==> src/rtl/pipeline_hazard_ctrl_pkg.sv <==
`default_nettype none
// ============================================================================
// Module      : pipeline_hazard_ctrl_pkg
// Description : Shared constants and helpers for the front-end hazard
//               sequencer: FSM state encodings, the hard-wired zero register
//               index and the load-use hazard detect function.
// Revision    : 1.0 - initial release
// ============================================================================
package pipeline_hazard_ctrl_pkg;

    // FSM state encodings (value 2 is unused and handled as HALT)
    localparam logic [1:0] c_ST_RUN    = 2'd0;
    localparam logic [1:0] c_ST_FREEZE = 2'd1;
    localparam logic [1:0] c_ST_HALT   = 2'd3;

    // x0 is hard-wired to zero, so a load into it can never create a hazard
    localparam logic [4:0] c_REG_ZERO  = 5'd0;

    // Load in EX whose destination is a source of the instruction in ID
    function automatic logic f_load_use(
        input logic       memread,
        input logic [4:0] rd,
        input logic [4:0] rs1,
        input logic [4:0] rs2
    );
        return memread && (rd != c_REG_ZERO) && ((rd == rs1) || (rd == rs2));
    endfunction

endpackage : pipeline_hazard_ctrl_pkg
`default_nettype wire

==> src/rtl/pipeline_hazard_ctrl_sat_counter.sv <==
`default_nettype none
// ============================================================================
// Module      : sat_counter
// Description : Saturating up-counter with synchronous active-low clear.
//               Increments by one per enabled cycle and sticks at all-ones.
// Ports       : clk      - clock
//               i_clr_n  - synchronous clear, active low
//               i_en     - count enable
//               o_count  - current count value
// Revision    : 1.0 - initial release
// ============================================================================
module sat_counter #(
    parameter int unsigned CNT_W = 32
) (
    input  logic             clk,
    input  logic             i_clr_n,
    input  logic             i_en,
    output logic [CNT_W-1:0] o_count
);

    logic [CNT_W-1:0] r_count;

    always_ff @(posedge clk) begin
        if (!i_clr_n) begin
            r_count <= '0;
        end else if (i_en && (r_count != '1)) begin
            r_count <= r_count + 1'b1;
        end
    end

    assign o_count = r_count;

endmodule : sat_counter
`default_nettype wire

==> src/rtl/pipeline_hazard_ctrl.sv <==
`default_nettype none
// ============================================================================
// Module      : pipeline_hazard_ctrl
// Description : Central sequencer for the front-end pipeline registers
//               (PC, IF/ID, ID/EX). Detects load-use hazards, branch flushes
//               and memory freezes, drives the stall/flush strobes in the same
//               cycle, keeps saturating performance counters and halts the
//               core through a watchdog when memory stays busy too long.
// Ports       : clk_i          - clock
//               start_i        - synchronous reset, active low
//               id_rs1_i/rs2_i - source registers of the instruction in ID
//               ex_rd_i        - destination register of the instruction in EX
//               ex_memread_i   - EX instruction is a load
//               id_pred_tk_i   - ID branch predicted taken
//               ex_mispred_i   - EX branch mispredicted
//               mem_busy_i     - data memory not ready
//               halt_req_i     - external halt request
//               pc_write_o, ifid_stall_o, ifid_flush_o, idex_flush_o,
//               flush_ex_o     - pipeline register controls
//               state_o        - FSM state
//               timeout_o      - sticky watchdog flag
//               stall_cnt_o, flush_cnt_o, freeze_cnt_o - performance counters
// Revision    : 1.0 - initial release
// ============================================================================
module pipeline_hazard_ctrl
    import pipeline_hazard_ctrl_pkg::*;
#(
    parameter int unsigned CNT_W   = 32,
    parameter int unsigned TIMEOUT = 255,
    parameter int unsigned TO_W    = 8
) (
    input  logic             clk_i,
    input  logic             start_i,
    input  logic [4:0]       id_rs1_i,
    input  logic [4:0]       id_rs2_i,
    input  logic [4:0]       ex_rd_i,
    input  logic             ex_memread_i,
    input  logic             id_pred_tk_i,
    input  logic             ex_mispred_i,
    input  logic             mem_busy_i,
    input  logic             halt_req_i,
    output logic             pc_write_o,
    output logic             ifid_stall_o,
    output logic             ifid_flush_o,
    output logic             idex_flush_o,
    output logic             flush_ex_o,
    output logic [1:0]       state_o,
    output logic             timeout_o,
    output logic [CNT_W-1:0] stall_cnt_o,
    output logic [CNT_W-1:0] flush_cnt_o,
    output logic [CNT_W-1:0] freeze_cnt_o
);

    localparam logic [TO_W-1:0] c_TIMEOUT = TO_W'(TIMEOUT);

    logic [1:0]      r_state;
    logic [TO_W-1:0] r_wdog;
    logic            r_timeout;

    logic            w_lu;
    logic            w_lu_stall;
    logic [TO_W-1:0] w_wdog_inc;

    assign w_lu       = f_load_use(ex_memread_i, ex_rd_i, id_rs1_i, id_rs2_i);
    // Watchdog never exceeds TIMEOUT, so the increment cannot wrap
    assign w_wdog_inc = r_wdog + 1'b1;

    // ------------------------------------------------------------------
    // Strobe generation: purely a function of state and current inputs
    // ------------------------------------------------------------------
    always_comb begin
        pc_write_o   = 1'b0;
        ifid_stall_o = 1'b0;
        ifid_flush_o = 1'b0;
        idex_flush_o = 1'b0;
        flush_ex_o   = 1'b0;
        w_lu_stall   = 1'b0;
        case (r_state)
            c_ST_RUN: begin
                if (mem_busy_i) begin
                    // Freeze everything; no bubble so the EX instruction survives
                    ifid_stall_o = 1'b1;
                end else if (ex_mispred_i) begin
                    // Wrong path: squash both younger stages, redirect the PC
                    pc_write_o   = 1'b1;
                    ifid_flush_o = 1'b1;
                    flush_ex_o   = 1'b1;
                    idex_flush_o = 1'b1;
                end else if (w_lu) begin
                    ifid_stall_o = 1'b1;
                    idex_flush_o = 1'b1;
                    w_lu_stall   = 1'b1;
                end else if (id_pred_tk_i) begin
                    pc_write_o   = 1'b1;
                    ifid_flush_o = 1'b1;
                end else begin
                    pc_write_o   = 1'b1;
                end
            end
            c_ST_FREEZE: begin
                // Hazard inputs are ignored here and re-evaluated on return to RUN
                ifid_stall_o = 1'b1;
            end
            default: begin
                // HALT (and the unused encoding): hold fetch, keep bubbling EX
                ifid_stall_o = 1'b1;
                idex_flush_o = 1'b1;
            end
        endcase
    end

    // ------------------------------------------------------------------
    // FSM and watchdog
    // ------------------------------------------------------------------
    always_ff @(posedge clk_i) begin
        if (!start_i) begin
            r_state   <= c_ST_RUN;
            r_wdog    <= '0;
            r_timeout <= 1'b0;
        end else begin
            case (r_state)
                c_ST_RUN: begin
                    r_wdog <= '0;
                    if (halt_req_i) begin
                        r_state <= c_ST_HALT;
                    end else if (mem_busy_i) begin
                        r_state <= c_ST_FREEZE;
                    end
                end
                c_ST_FREEZE: begin
                    if (!mem_busy_i) begin
                        r_state <= c_ST_RUN;
                        r_wdog  <= '0;
                    end else begin
                        r_wdog <= w_wdog_inc;
                        if (w_wdog_inc == c_TIMEOUT) begin
                            r_state   <= c_ST_HALT;
                            r_timeout <= 1'b1;
                        end
                    end
                end
                c_ST_HALT: begin
                    r_state <= c_ST_HALT;
                end
                default: begin
                    r_state <= c_ST_HALT;
                end
            endcase
        end
    end

    assign state_o   = r_state;
    assign timeout_o = r_timeout;

    // ------------------------------------------------------------------
    // Performance counters
    // ------------------------------------------------------------------
    sat_counter #(.CNT_W(CNT_W)) u_stall_cnt (
        .clk     (clk_i),
        .i_clr_n (start_i),
        .i_en    (w_lu_stall),
        .o_count (stall_cnt_o)
    );

    sat_counter #(.CNT_W(CNT_W)) u_flush_cnt (
        .clk     (clk_i),
        .i_clr_n (start_i),
        .i_en    (ifid_flush_o),
        .o_count (flush_cnt_o)
    );

    sat_counter #(.CNT_W(CNT_W)) u_freeze_cnt (
        .clk     (clk_i),
        .i_clr_n (start_i),
        .i_en    (r_state == c_ST_FREEZE),
        .o_count (freeze_cnt_o)
    );

endmodule : pipeline_hazard_ctrl
`default_nettype wire
==> config.mk <==
export PLATFORM = sky130hd
export DESIGN_NAME = pipeline_hazard_ctrl
export DESIGN_NICKNAME = d
export VERILOG_FILES = /design/src/rtl/pipeline_hazard_ctrl_pkg.sv /design/src/rtl/pipeline_hazard_ctrl_sat_counter.sv /design/src/rtl/pipeline_hazard_ctrl.sv
export SDC_FILE = /design/constraint.sdc
export NUM_CORES = 1
export LEC_CHECK = 0
export CORE_ASPECT_RATIO = 0.8
export CORE_UTILIZATION = 45
export DETAILED_ROUTE_END_ITERATION = 12
export PLACE_DENSITY = 0.76
export SLEW_MARGIN = 20
export SYNTH_ARGS = -nofsm -noshare
export SYNTH_HDL_FRONTEND = slang
export SYNTH_SLANG_ARGS = --single-unit
==> constraint.sdc <==
create_clock -name clk_i -period 2.6 [get_ports clk_i]
set_clock_uncertainty 0.2 [all_clocks]
set_input_delay 0.39 -clock clk_i [delete_from_list [all_inputs] [get_ports clk_i]]
set_output_delay 0.39 -clock clk_i [all_outputs]
set_load 0.1 [all_outputs]
==> results of run 1 <==
==> flip-flops by register name, indices dropped and copies added, names as in the netlist <==
name	cells
u_stall_cnt.o_count	32
u_freeze_cnt.o_count	32
r_wdog	8
u_flush_cnt.o_count	32
timeout_o	1
state_o	2
==> stage by stage <==
stage / hold slack (ns) / total power (uW) / setup slack (ns) / area, um^2 / utilization
floorplan: 0.274 / 1890 / -0.826 / 5740 / -
global placement: 0.244 / 2020 / -0.490 / 7250 / 0.616
detailed placement: 0.248 / 2030 / -0.544 / 7250 / 0.616
CTS: 0.233 / 3410 / 0.000381 / 7610 / 0.646
global route: 0.236 / 3490 / -0.108 / 7670 / 0.651
finish: 0.231 / 3390 / -0.0505 / 7670 / 0.651
==> kinds of logic after synthesis <==
family          after synthesis  synth area share
simple gates                339             0.326
compound gates              133             0.144
flops                       107             0.385
buf+inv                      47            0.0344
xor+xnor                     43            0.0678
mux                          17            0.0306
fa+ha+maj                     5            0.0113
==> critical path: stages, from the launching register on <==
cell,delay (ns)
dfxtp_4,0.34
or3_4,0.39
or3_4,0.39
or4_4,0.62
buf_6,0.18
or3_4,0.33
a21oi_2,0.14
==> path summary, 6_finish.rpt <==
kind | endpoint | from
max reg2reg | u_stall_cnt.o_count[10] | state_o[1]
min reg2reg | u_freeze_cnt.o_count[21] | u_freeze_cnt.o_count[21]
min | u_stall_cnt.o_count[14] | start_i
max | u_stall_cnt.o_count[10] | state_o[1]
==> layout make-up <==
| type | instances | area [um^2] | area share |
|---|---|---|---|
| Sequential cell | 107 | 2280 | 0.298 |
| Clock buffer | 12 | 246 | 0.0321 |
| Inverter | 18 | 71.3 | 0.00930 |
| Clock inverter | 4 | 50.0 | 0.00652 |
| Timing Repair Buffer | 182 | 1510 | 0.197 |
| Multi-Input combinational cell | 537 | 3320 | 0.433 |
| Tap cell | 148 | 185 | 0.0241 |
==> per-layer routing <==
layer	up-vias	GRT usage
met3	22	0.0460
li1	2870	-
met4	0	0.0816
met5	-	0
met1	2804	0.312
met2	180	0.416
==> placed cells by master (no fill, tap or decap), drive strengths merged, types with 20 or more instances in the layout <==
master and instances:
or3 27, nand4 28, or4 21, nand2 65, dfxtp 107, xor2 31, a21oi 54, nand3 39
nor4 20, nor2 69, buf 162, o21ai 31
==> power by group through the flow <==
stage               combinational [uW]  sequential, uW  clock [uW]
finish                             353            1640        1390
global route                       374            1640        1470
CTS                                352            1640        1410
detailed placement                 351            1680           0
global placement                   344            1680           0
floorplan                          153            1730           0
==> what timing repair did <==
item | 4_1_cts | 5_1_grt
endpoints found under the hold margin | 0 | 0
endpoints found under the setup margin | 44 | 26
setup buffers | 5 | 0
resized for setup | 25 | 24
pin swaps | 11 | 12
==> impl_metrics.env, run 1 <==
export IMPL_n_antenna_cell=0
export IMPL_post_route_period_util=1.02
export IMPL_grt_pass1_vias=5315
export IMPL_ys_flop_type="dfxtp_1"
export IMPL_holdPathStages=2
export IMPL_synthesis_area_mm2=0.00556
export IMPL_totalWireLength_mm=15.9
export IMPL_ys_warn_count=0
export IMPL_hp_class="in2reg"
export IMPL_setup_slack_ns=-0.0505
export IMPL_pin_count=126
export IMPL_syn_num_nets=718
export IMPL_wl_met1_mm=7.11
export IMPL_grt_antenna_before_repair=0
export IMPL_layoutNonFillerInstCount=1008
export IMPL_p_per_area_mw_per_mm2=442
export IMPL_highest_layer="met4"
export IMPL_combPwrFrac=0.104
export IMPL_vias=5876
export IMPL_dpl_cell_count=988
export IMPL_via_per_inst=5.83
export IMPL_worstPathMaxFanout=8
export IMPL_start_util=0.472
export IMPL_p_int_uw=2530
export IMPL_tns_ns=-0.238
export IMPL_cts_hold_buf=0
export IMPL_endpoint_kind="flip-flop"
export IMPL_fill_cells=1013
export IMPL_synth_edff_count=0
export IMPL_p_leak_uw=0.00289
export IMPL_r2r_cells=6
export IMPL_finalMaxSlewViolations=0
export IMPL_yosysTopAreaCell="dfxtp_1"
export IMPL_fin_crit_ns=2.65
export IMPL_postSynthAreaPerCell_um2=8.04
export IMPL_crit_path_start_kind="flip-flop"
export IMPL_swShare=0.254
export IMPL_cts_made_buffers=9
export IMPL_hpwl_mm=11.5
export IMPL_cts_root_buf="clkbuf_16"
export IMPL_grt_max_degree=37
export IMPL_critical_path_class="reg2reg"
export IMPL_netlist_instances=691
export IMPL_cts_max_path_buffers=2
export IMPL_ant_nets=0
export IMPL_power_switching_uw=863
export IMPL_yosysMostFrequentCell="dfxtp_1"
export IMPL_placementRows=35
export IMPL_syn2layout_area_growth_pct=38.0
export IMPL_grt_pass1_wl_mm=25.3
export IMPL_relSlewSlack=0.490
export IMPL_ys_top_cells_by_area="dfxtp_1 39%, xor2_1 4.9%, a21oi_1 4.9%, nor2_1 4.6%, nand2_1 4.4%"
export IMPL_ys_seq_elements=107
export IMPL_power_frac_clock=0.411
export IMPL_drv_cap=0
export IMPL_synth_commonest_cells="107 x dfxtp_1, 68 x nor2_1, 65 x nand2_1, 54 x a21oi_1, 39 x nand3_1"
export IMPL_route_met3_wl_um=895
export IMPL_tightest_slew_ns=0.755
export IMPL_detail_route_wl_per_cell_um=15.8
export IMPL_die_w_um=126
export IMPL_async_reset_ff_frac=0
export IMPL_nets=882
export IMPL_drt_iter0_drc=388
export IMPL_cts_htree_levels=3
export IMPL_cp_arrival_ns=2.74
export IMPL_die_h_um=101
export IMPL_die_area_mm2=0.0128
export IMPL_hold_viol=0
export IMPL_reg2reg_slack_ns=-0.05
export IMPL_worstSkewPairLatency_ns=0.35
export IMPL_place_gp_congestion=0.886
export IMPL_grt_overflow=0
export IMPL_grt_setup_unrepaired="true"
export IMPL_cts_clk_slew_worst_paths_ns=0.07
export IMPL_core_mm2=0.0118
export IMPL_max_freq_mhz=377
export IMPL_synth_top_area_frac=0.385
export IMPL_cts_tree="yes"
export IMPL_first_pass_iters=5
export IMPL_clock_sinks=107
export IMPL_synth_cell_types=50
export IMPL_drive_gt1_frac=0.338
export IMPL_final_setup_viol_count=7
export IMPL_vdd_ir_drop_max_uv=323
export IMPL_wl_met2_mm=7.65
export IMPL_power_share_sequential=0.485
export IMPL_grt_use_total=0.244
export IMPL_route_detailed_drc=0
export IMPL_numPortBuffers=125
export IMPL_status="finished with violations"
export IMPL_yosysSeqAreaShare=0.385
export IMPL_violations="setup timing"
export IMPL_cp_required_ns=2.69
(Power assumes the default switching activity.)
==> run 2: changes to the inputs <==
Settings changed: GPL_TIMING_DRIVEN set to 0.
==> impl_metrics.env, run 2 (synthesis gave the netlist of run 1 again) <==
export IMPL_total_power_uw=3340
export IMPL_first_pass_iters=5
export IMPL_p_leak_uw=0.00251
export IMPL_post_route_util=0.658
export IMPL_cts_tree="yes"
export IMPL_grt_use_met3=0.0581
export IMPL_grt_setup_unrepaired="true"
export IMPL_crit_start="ex_rd_i[4]"
export IMPL_fill_cells=952
export IMPL_place_area_mm2=0.00717
export IMPL_post_route_period_util=1.03
export IMPL_vdd_ir_drop_max_uv=355
export IMPL_drt_iter0_drc=478
export IMPL_pin_count=126
export IMPL_met2_usage=0.415
export IMPL_placementRows=35
export IMPL_final_cell_mix="103 x clkdlybuf4s50_1, 68 x dfxtp_2, 65 x nand2_1"
export IMPL_max_freq_mhz=372
export IMPL_p_per_area_mw_per_mm2=431
export IMPL_cts_root_buf="clkbuf_16"
export IMPL_final_setup_viol_count=2
export IMPL_tns_ns=-0.140
export IMPL_nets=864
export IMPL_grt_overflow=0
export IMPL_grt_use_total=0.259
export IMPL_final_area_mm2=0.00775
export IMPL_cp_required_ns=2.01
export IMPL_via_per_inst=5.96
export IMPL_core_mm2=0.0118
export IMPL_relSlewSlack=0.315
export IMPL_cts_max_path_buffers=2
export IMPL_start_util=0.472
export IMPL_cts_hold_buf=0
export IMPL_regArea_mm2=0.00228
export IMPL_multiInputGateArea_mm2=0.00340
export IMPL_cts_htree_levels=3
export IMPL_r2r_cells=7
export IMPL_cts_clk_slew_worst_paths_ns=0.07
export IMPL_crit_path_start_kind="input port"
export IMPL_setup_slack_ns=-0.0864
export IMPL_detail_route_wl_per_cell_um=16.9
export IMPL_violations="setup timing"
export IMPL_numPortBuffers=124
export IMPL_grt_pass1_wl_mm=26.4
export IMPL_worstSkewPairLatency_ns=0.35
export IMPL_grt_busiest_layer="met2"
export IMPL_die_h_um=101
export IMPL_hp_class="in2reg"
export IMPL_cts_made_buffers=9
export IMPL_critical_path_class="in2out"
export IMPL_hpwl_mm=12.1
export IMPL_totalWireLength_mm=16.7
export IMPL_hold_viol=0
export IMPL_place_gp_congestion=0.927
export IMPL_drv_cap=0
export IMPL_die_w_um=126
export IMPL_status="finished with violations"
export IMPL_worstPathMaxFanout=4
export IMPL_tightest_slew_ns=1.02
export IMPL_endpoint="pc_write_o"
export IMPL_clock_sinks=107
export IMPL_syn2layout_area_growth_pct=39.4
export IMPL_ant_nets=0
export IMPL_finalMaxSlewViolations=0
export IMPL_r2r_end="u_stall_cnt.o_count[3]"
export IMPL_reg2reg_slack_ns=0.04
export IMPL_grt_max_degree=17
export IMPL_n_antenna_cell=0
export IMPL_endpoint_kind="output pin"
export IMPL_grt_pass1_vias=5413
export IMPL_cp_arrival_ns=2.10
export IMPL_r2r_start="u_stall_cnt.o_count[9]"
export IMPL_grt_antenna_before_repair=0
export IMPL_dp_slack_ns=-1.82
export IMPL_use_met1=0.342
export IMPL_final_common_cell="clkdlybuf4s50_1"
export IMPL_drive_gt1_frac=0.200
export IMPL_die_area_mm2=0.0128
export IMPL_route_detailed_drc=0
export IMPL_fin_crit_ns=2.69
export IMPL_vias=5903
[run 2: cell types whose count changed in the layout (fill, tap and decap cells not counted), sizes merged]
cell           previous run  this run
dlygate4sd2               8        10
clkinvlp                  3         1
clkinv                    1         3
clkdlybuf4s15             1         2
clkdlybuf4s50             4       103
clkbuf                   14        33
bufinv                    1         0
buf                     162        28
dlymetal6s2s              5         1
[run 2: metal layers]
metal	share of wire	routed length, um
met5	0	0
met4	0.024	408
met3	0.077	1280
met2	0.45	7580
met1	0.45	7460
[run 2: worst min path at each step]
stage                        startpoint                       end  slack [ns]  cells after the start
6_report                     mem_busy_i                state_o[0]        0.09                      3
5_1_grt                      mem_busy_i                state_o[0]        0.10                      3
4_1_cts                      mem_busy_i                state_o[0]        0.08                      3
3_5_place_dp   u_freeze_cnt.o_count[21]  u_freeze_cnt.o_count[21]        0.25                      1
3_3_place_gp   u_freeze_cnt.o_count[21]  u_freeze_cnt.o_count[21]        0.25                      1
2_1_floorplan                 r_wdog[7]                 r_wdog[7]        0.27                      2
[run 2: metrics by stage]
| step | std cells | hold WS, ns |
|---|---|---|
| 2_1_floorplan | 691 | 0.274 |
| 3_3_place_gp | 963 | 0.249 |
| 3_5_place_dp | 963 | 0.248 |
| 4_1_cts | 985 | 0.0815 |
| 5_1_grt | 990 | 0.103 |
| 6_report | 990 | 0.0945 |
[run 2: timing repair]
action,4_1_cts,5_1_grt
gates cloned,0,0
resized for setup,85,38
pin swaps,13,12
endpoints found under the setup margin,65,43
setup buffers,8,8
[run 2: final cells by class]
cell class                      count  share of cell area
Multi-Input combinational cell    537               0.439
Sequential cell                   107               0.295
Timing Repair Buffer              140               0.178
Clock buffer                       13              0.0351
Tap cell                          148              0.0239
Buffer                             24              0.0176
Inverter                           18             0.00921
Clock inverter                      3             0.00242
[run 2: power breakdown]
part | internal (uW) | switching (uW)
clock network | 737 | 611
registers | 1630 | 12.5
logic | 103 | 240
total | 2470 | 863
[run 2: worst max-delay path, cell delays in order]
cell	delay [ns]
buf_8	0.09
or4_4	0.52
o21ai_2	0.18
or2_4	0.19
nor2_4	0.06
clkbuf_16	0.18
nor2_4	0.16
buf_4	0.15
buf_12	0.17
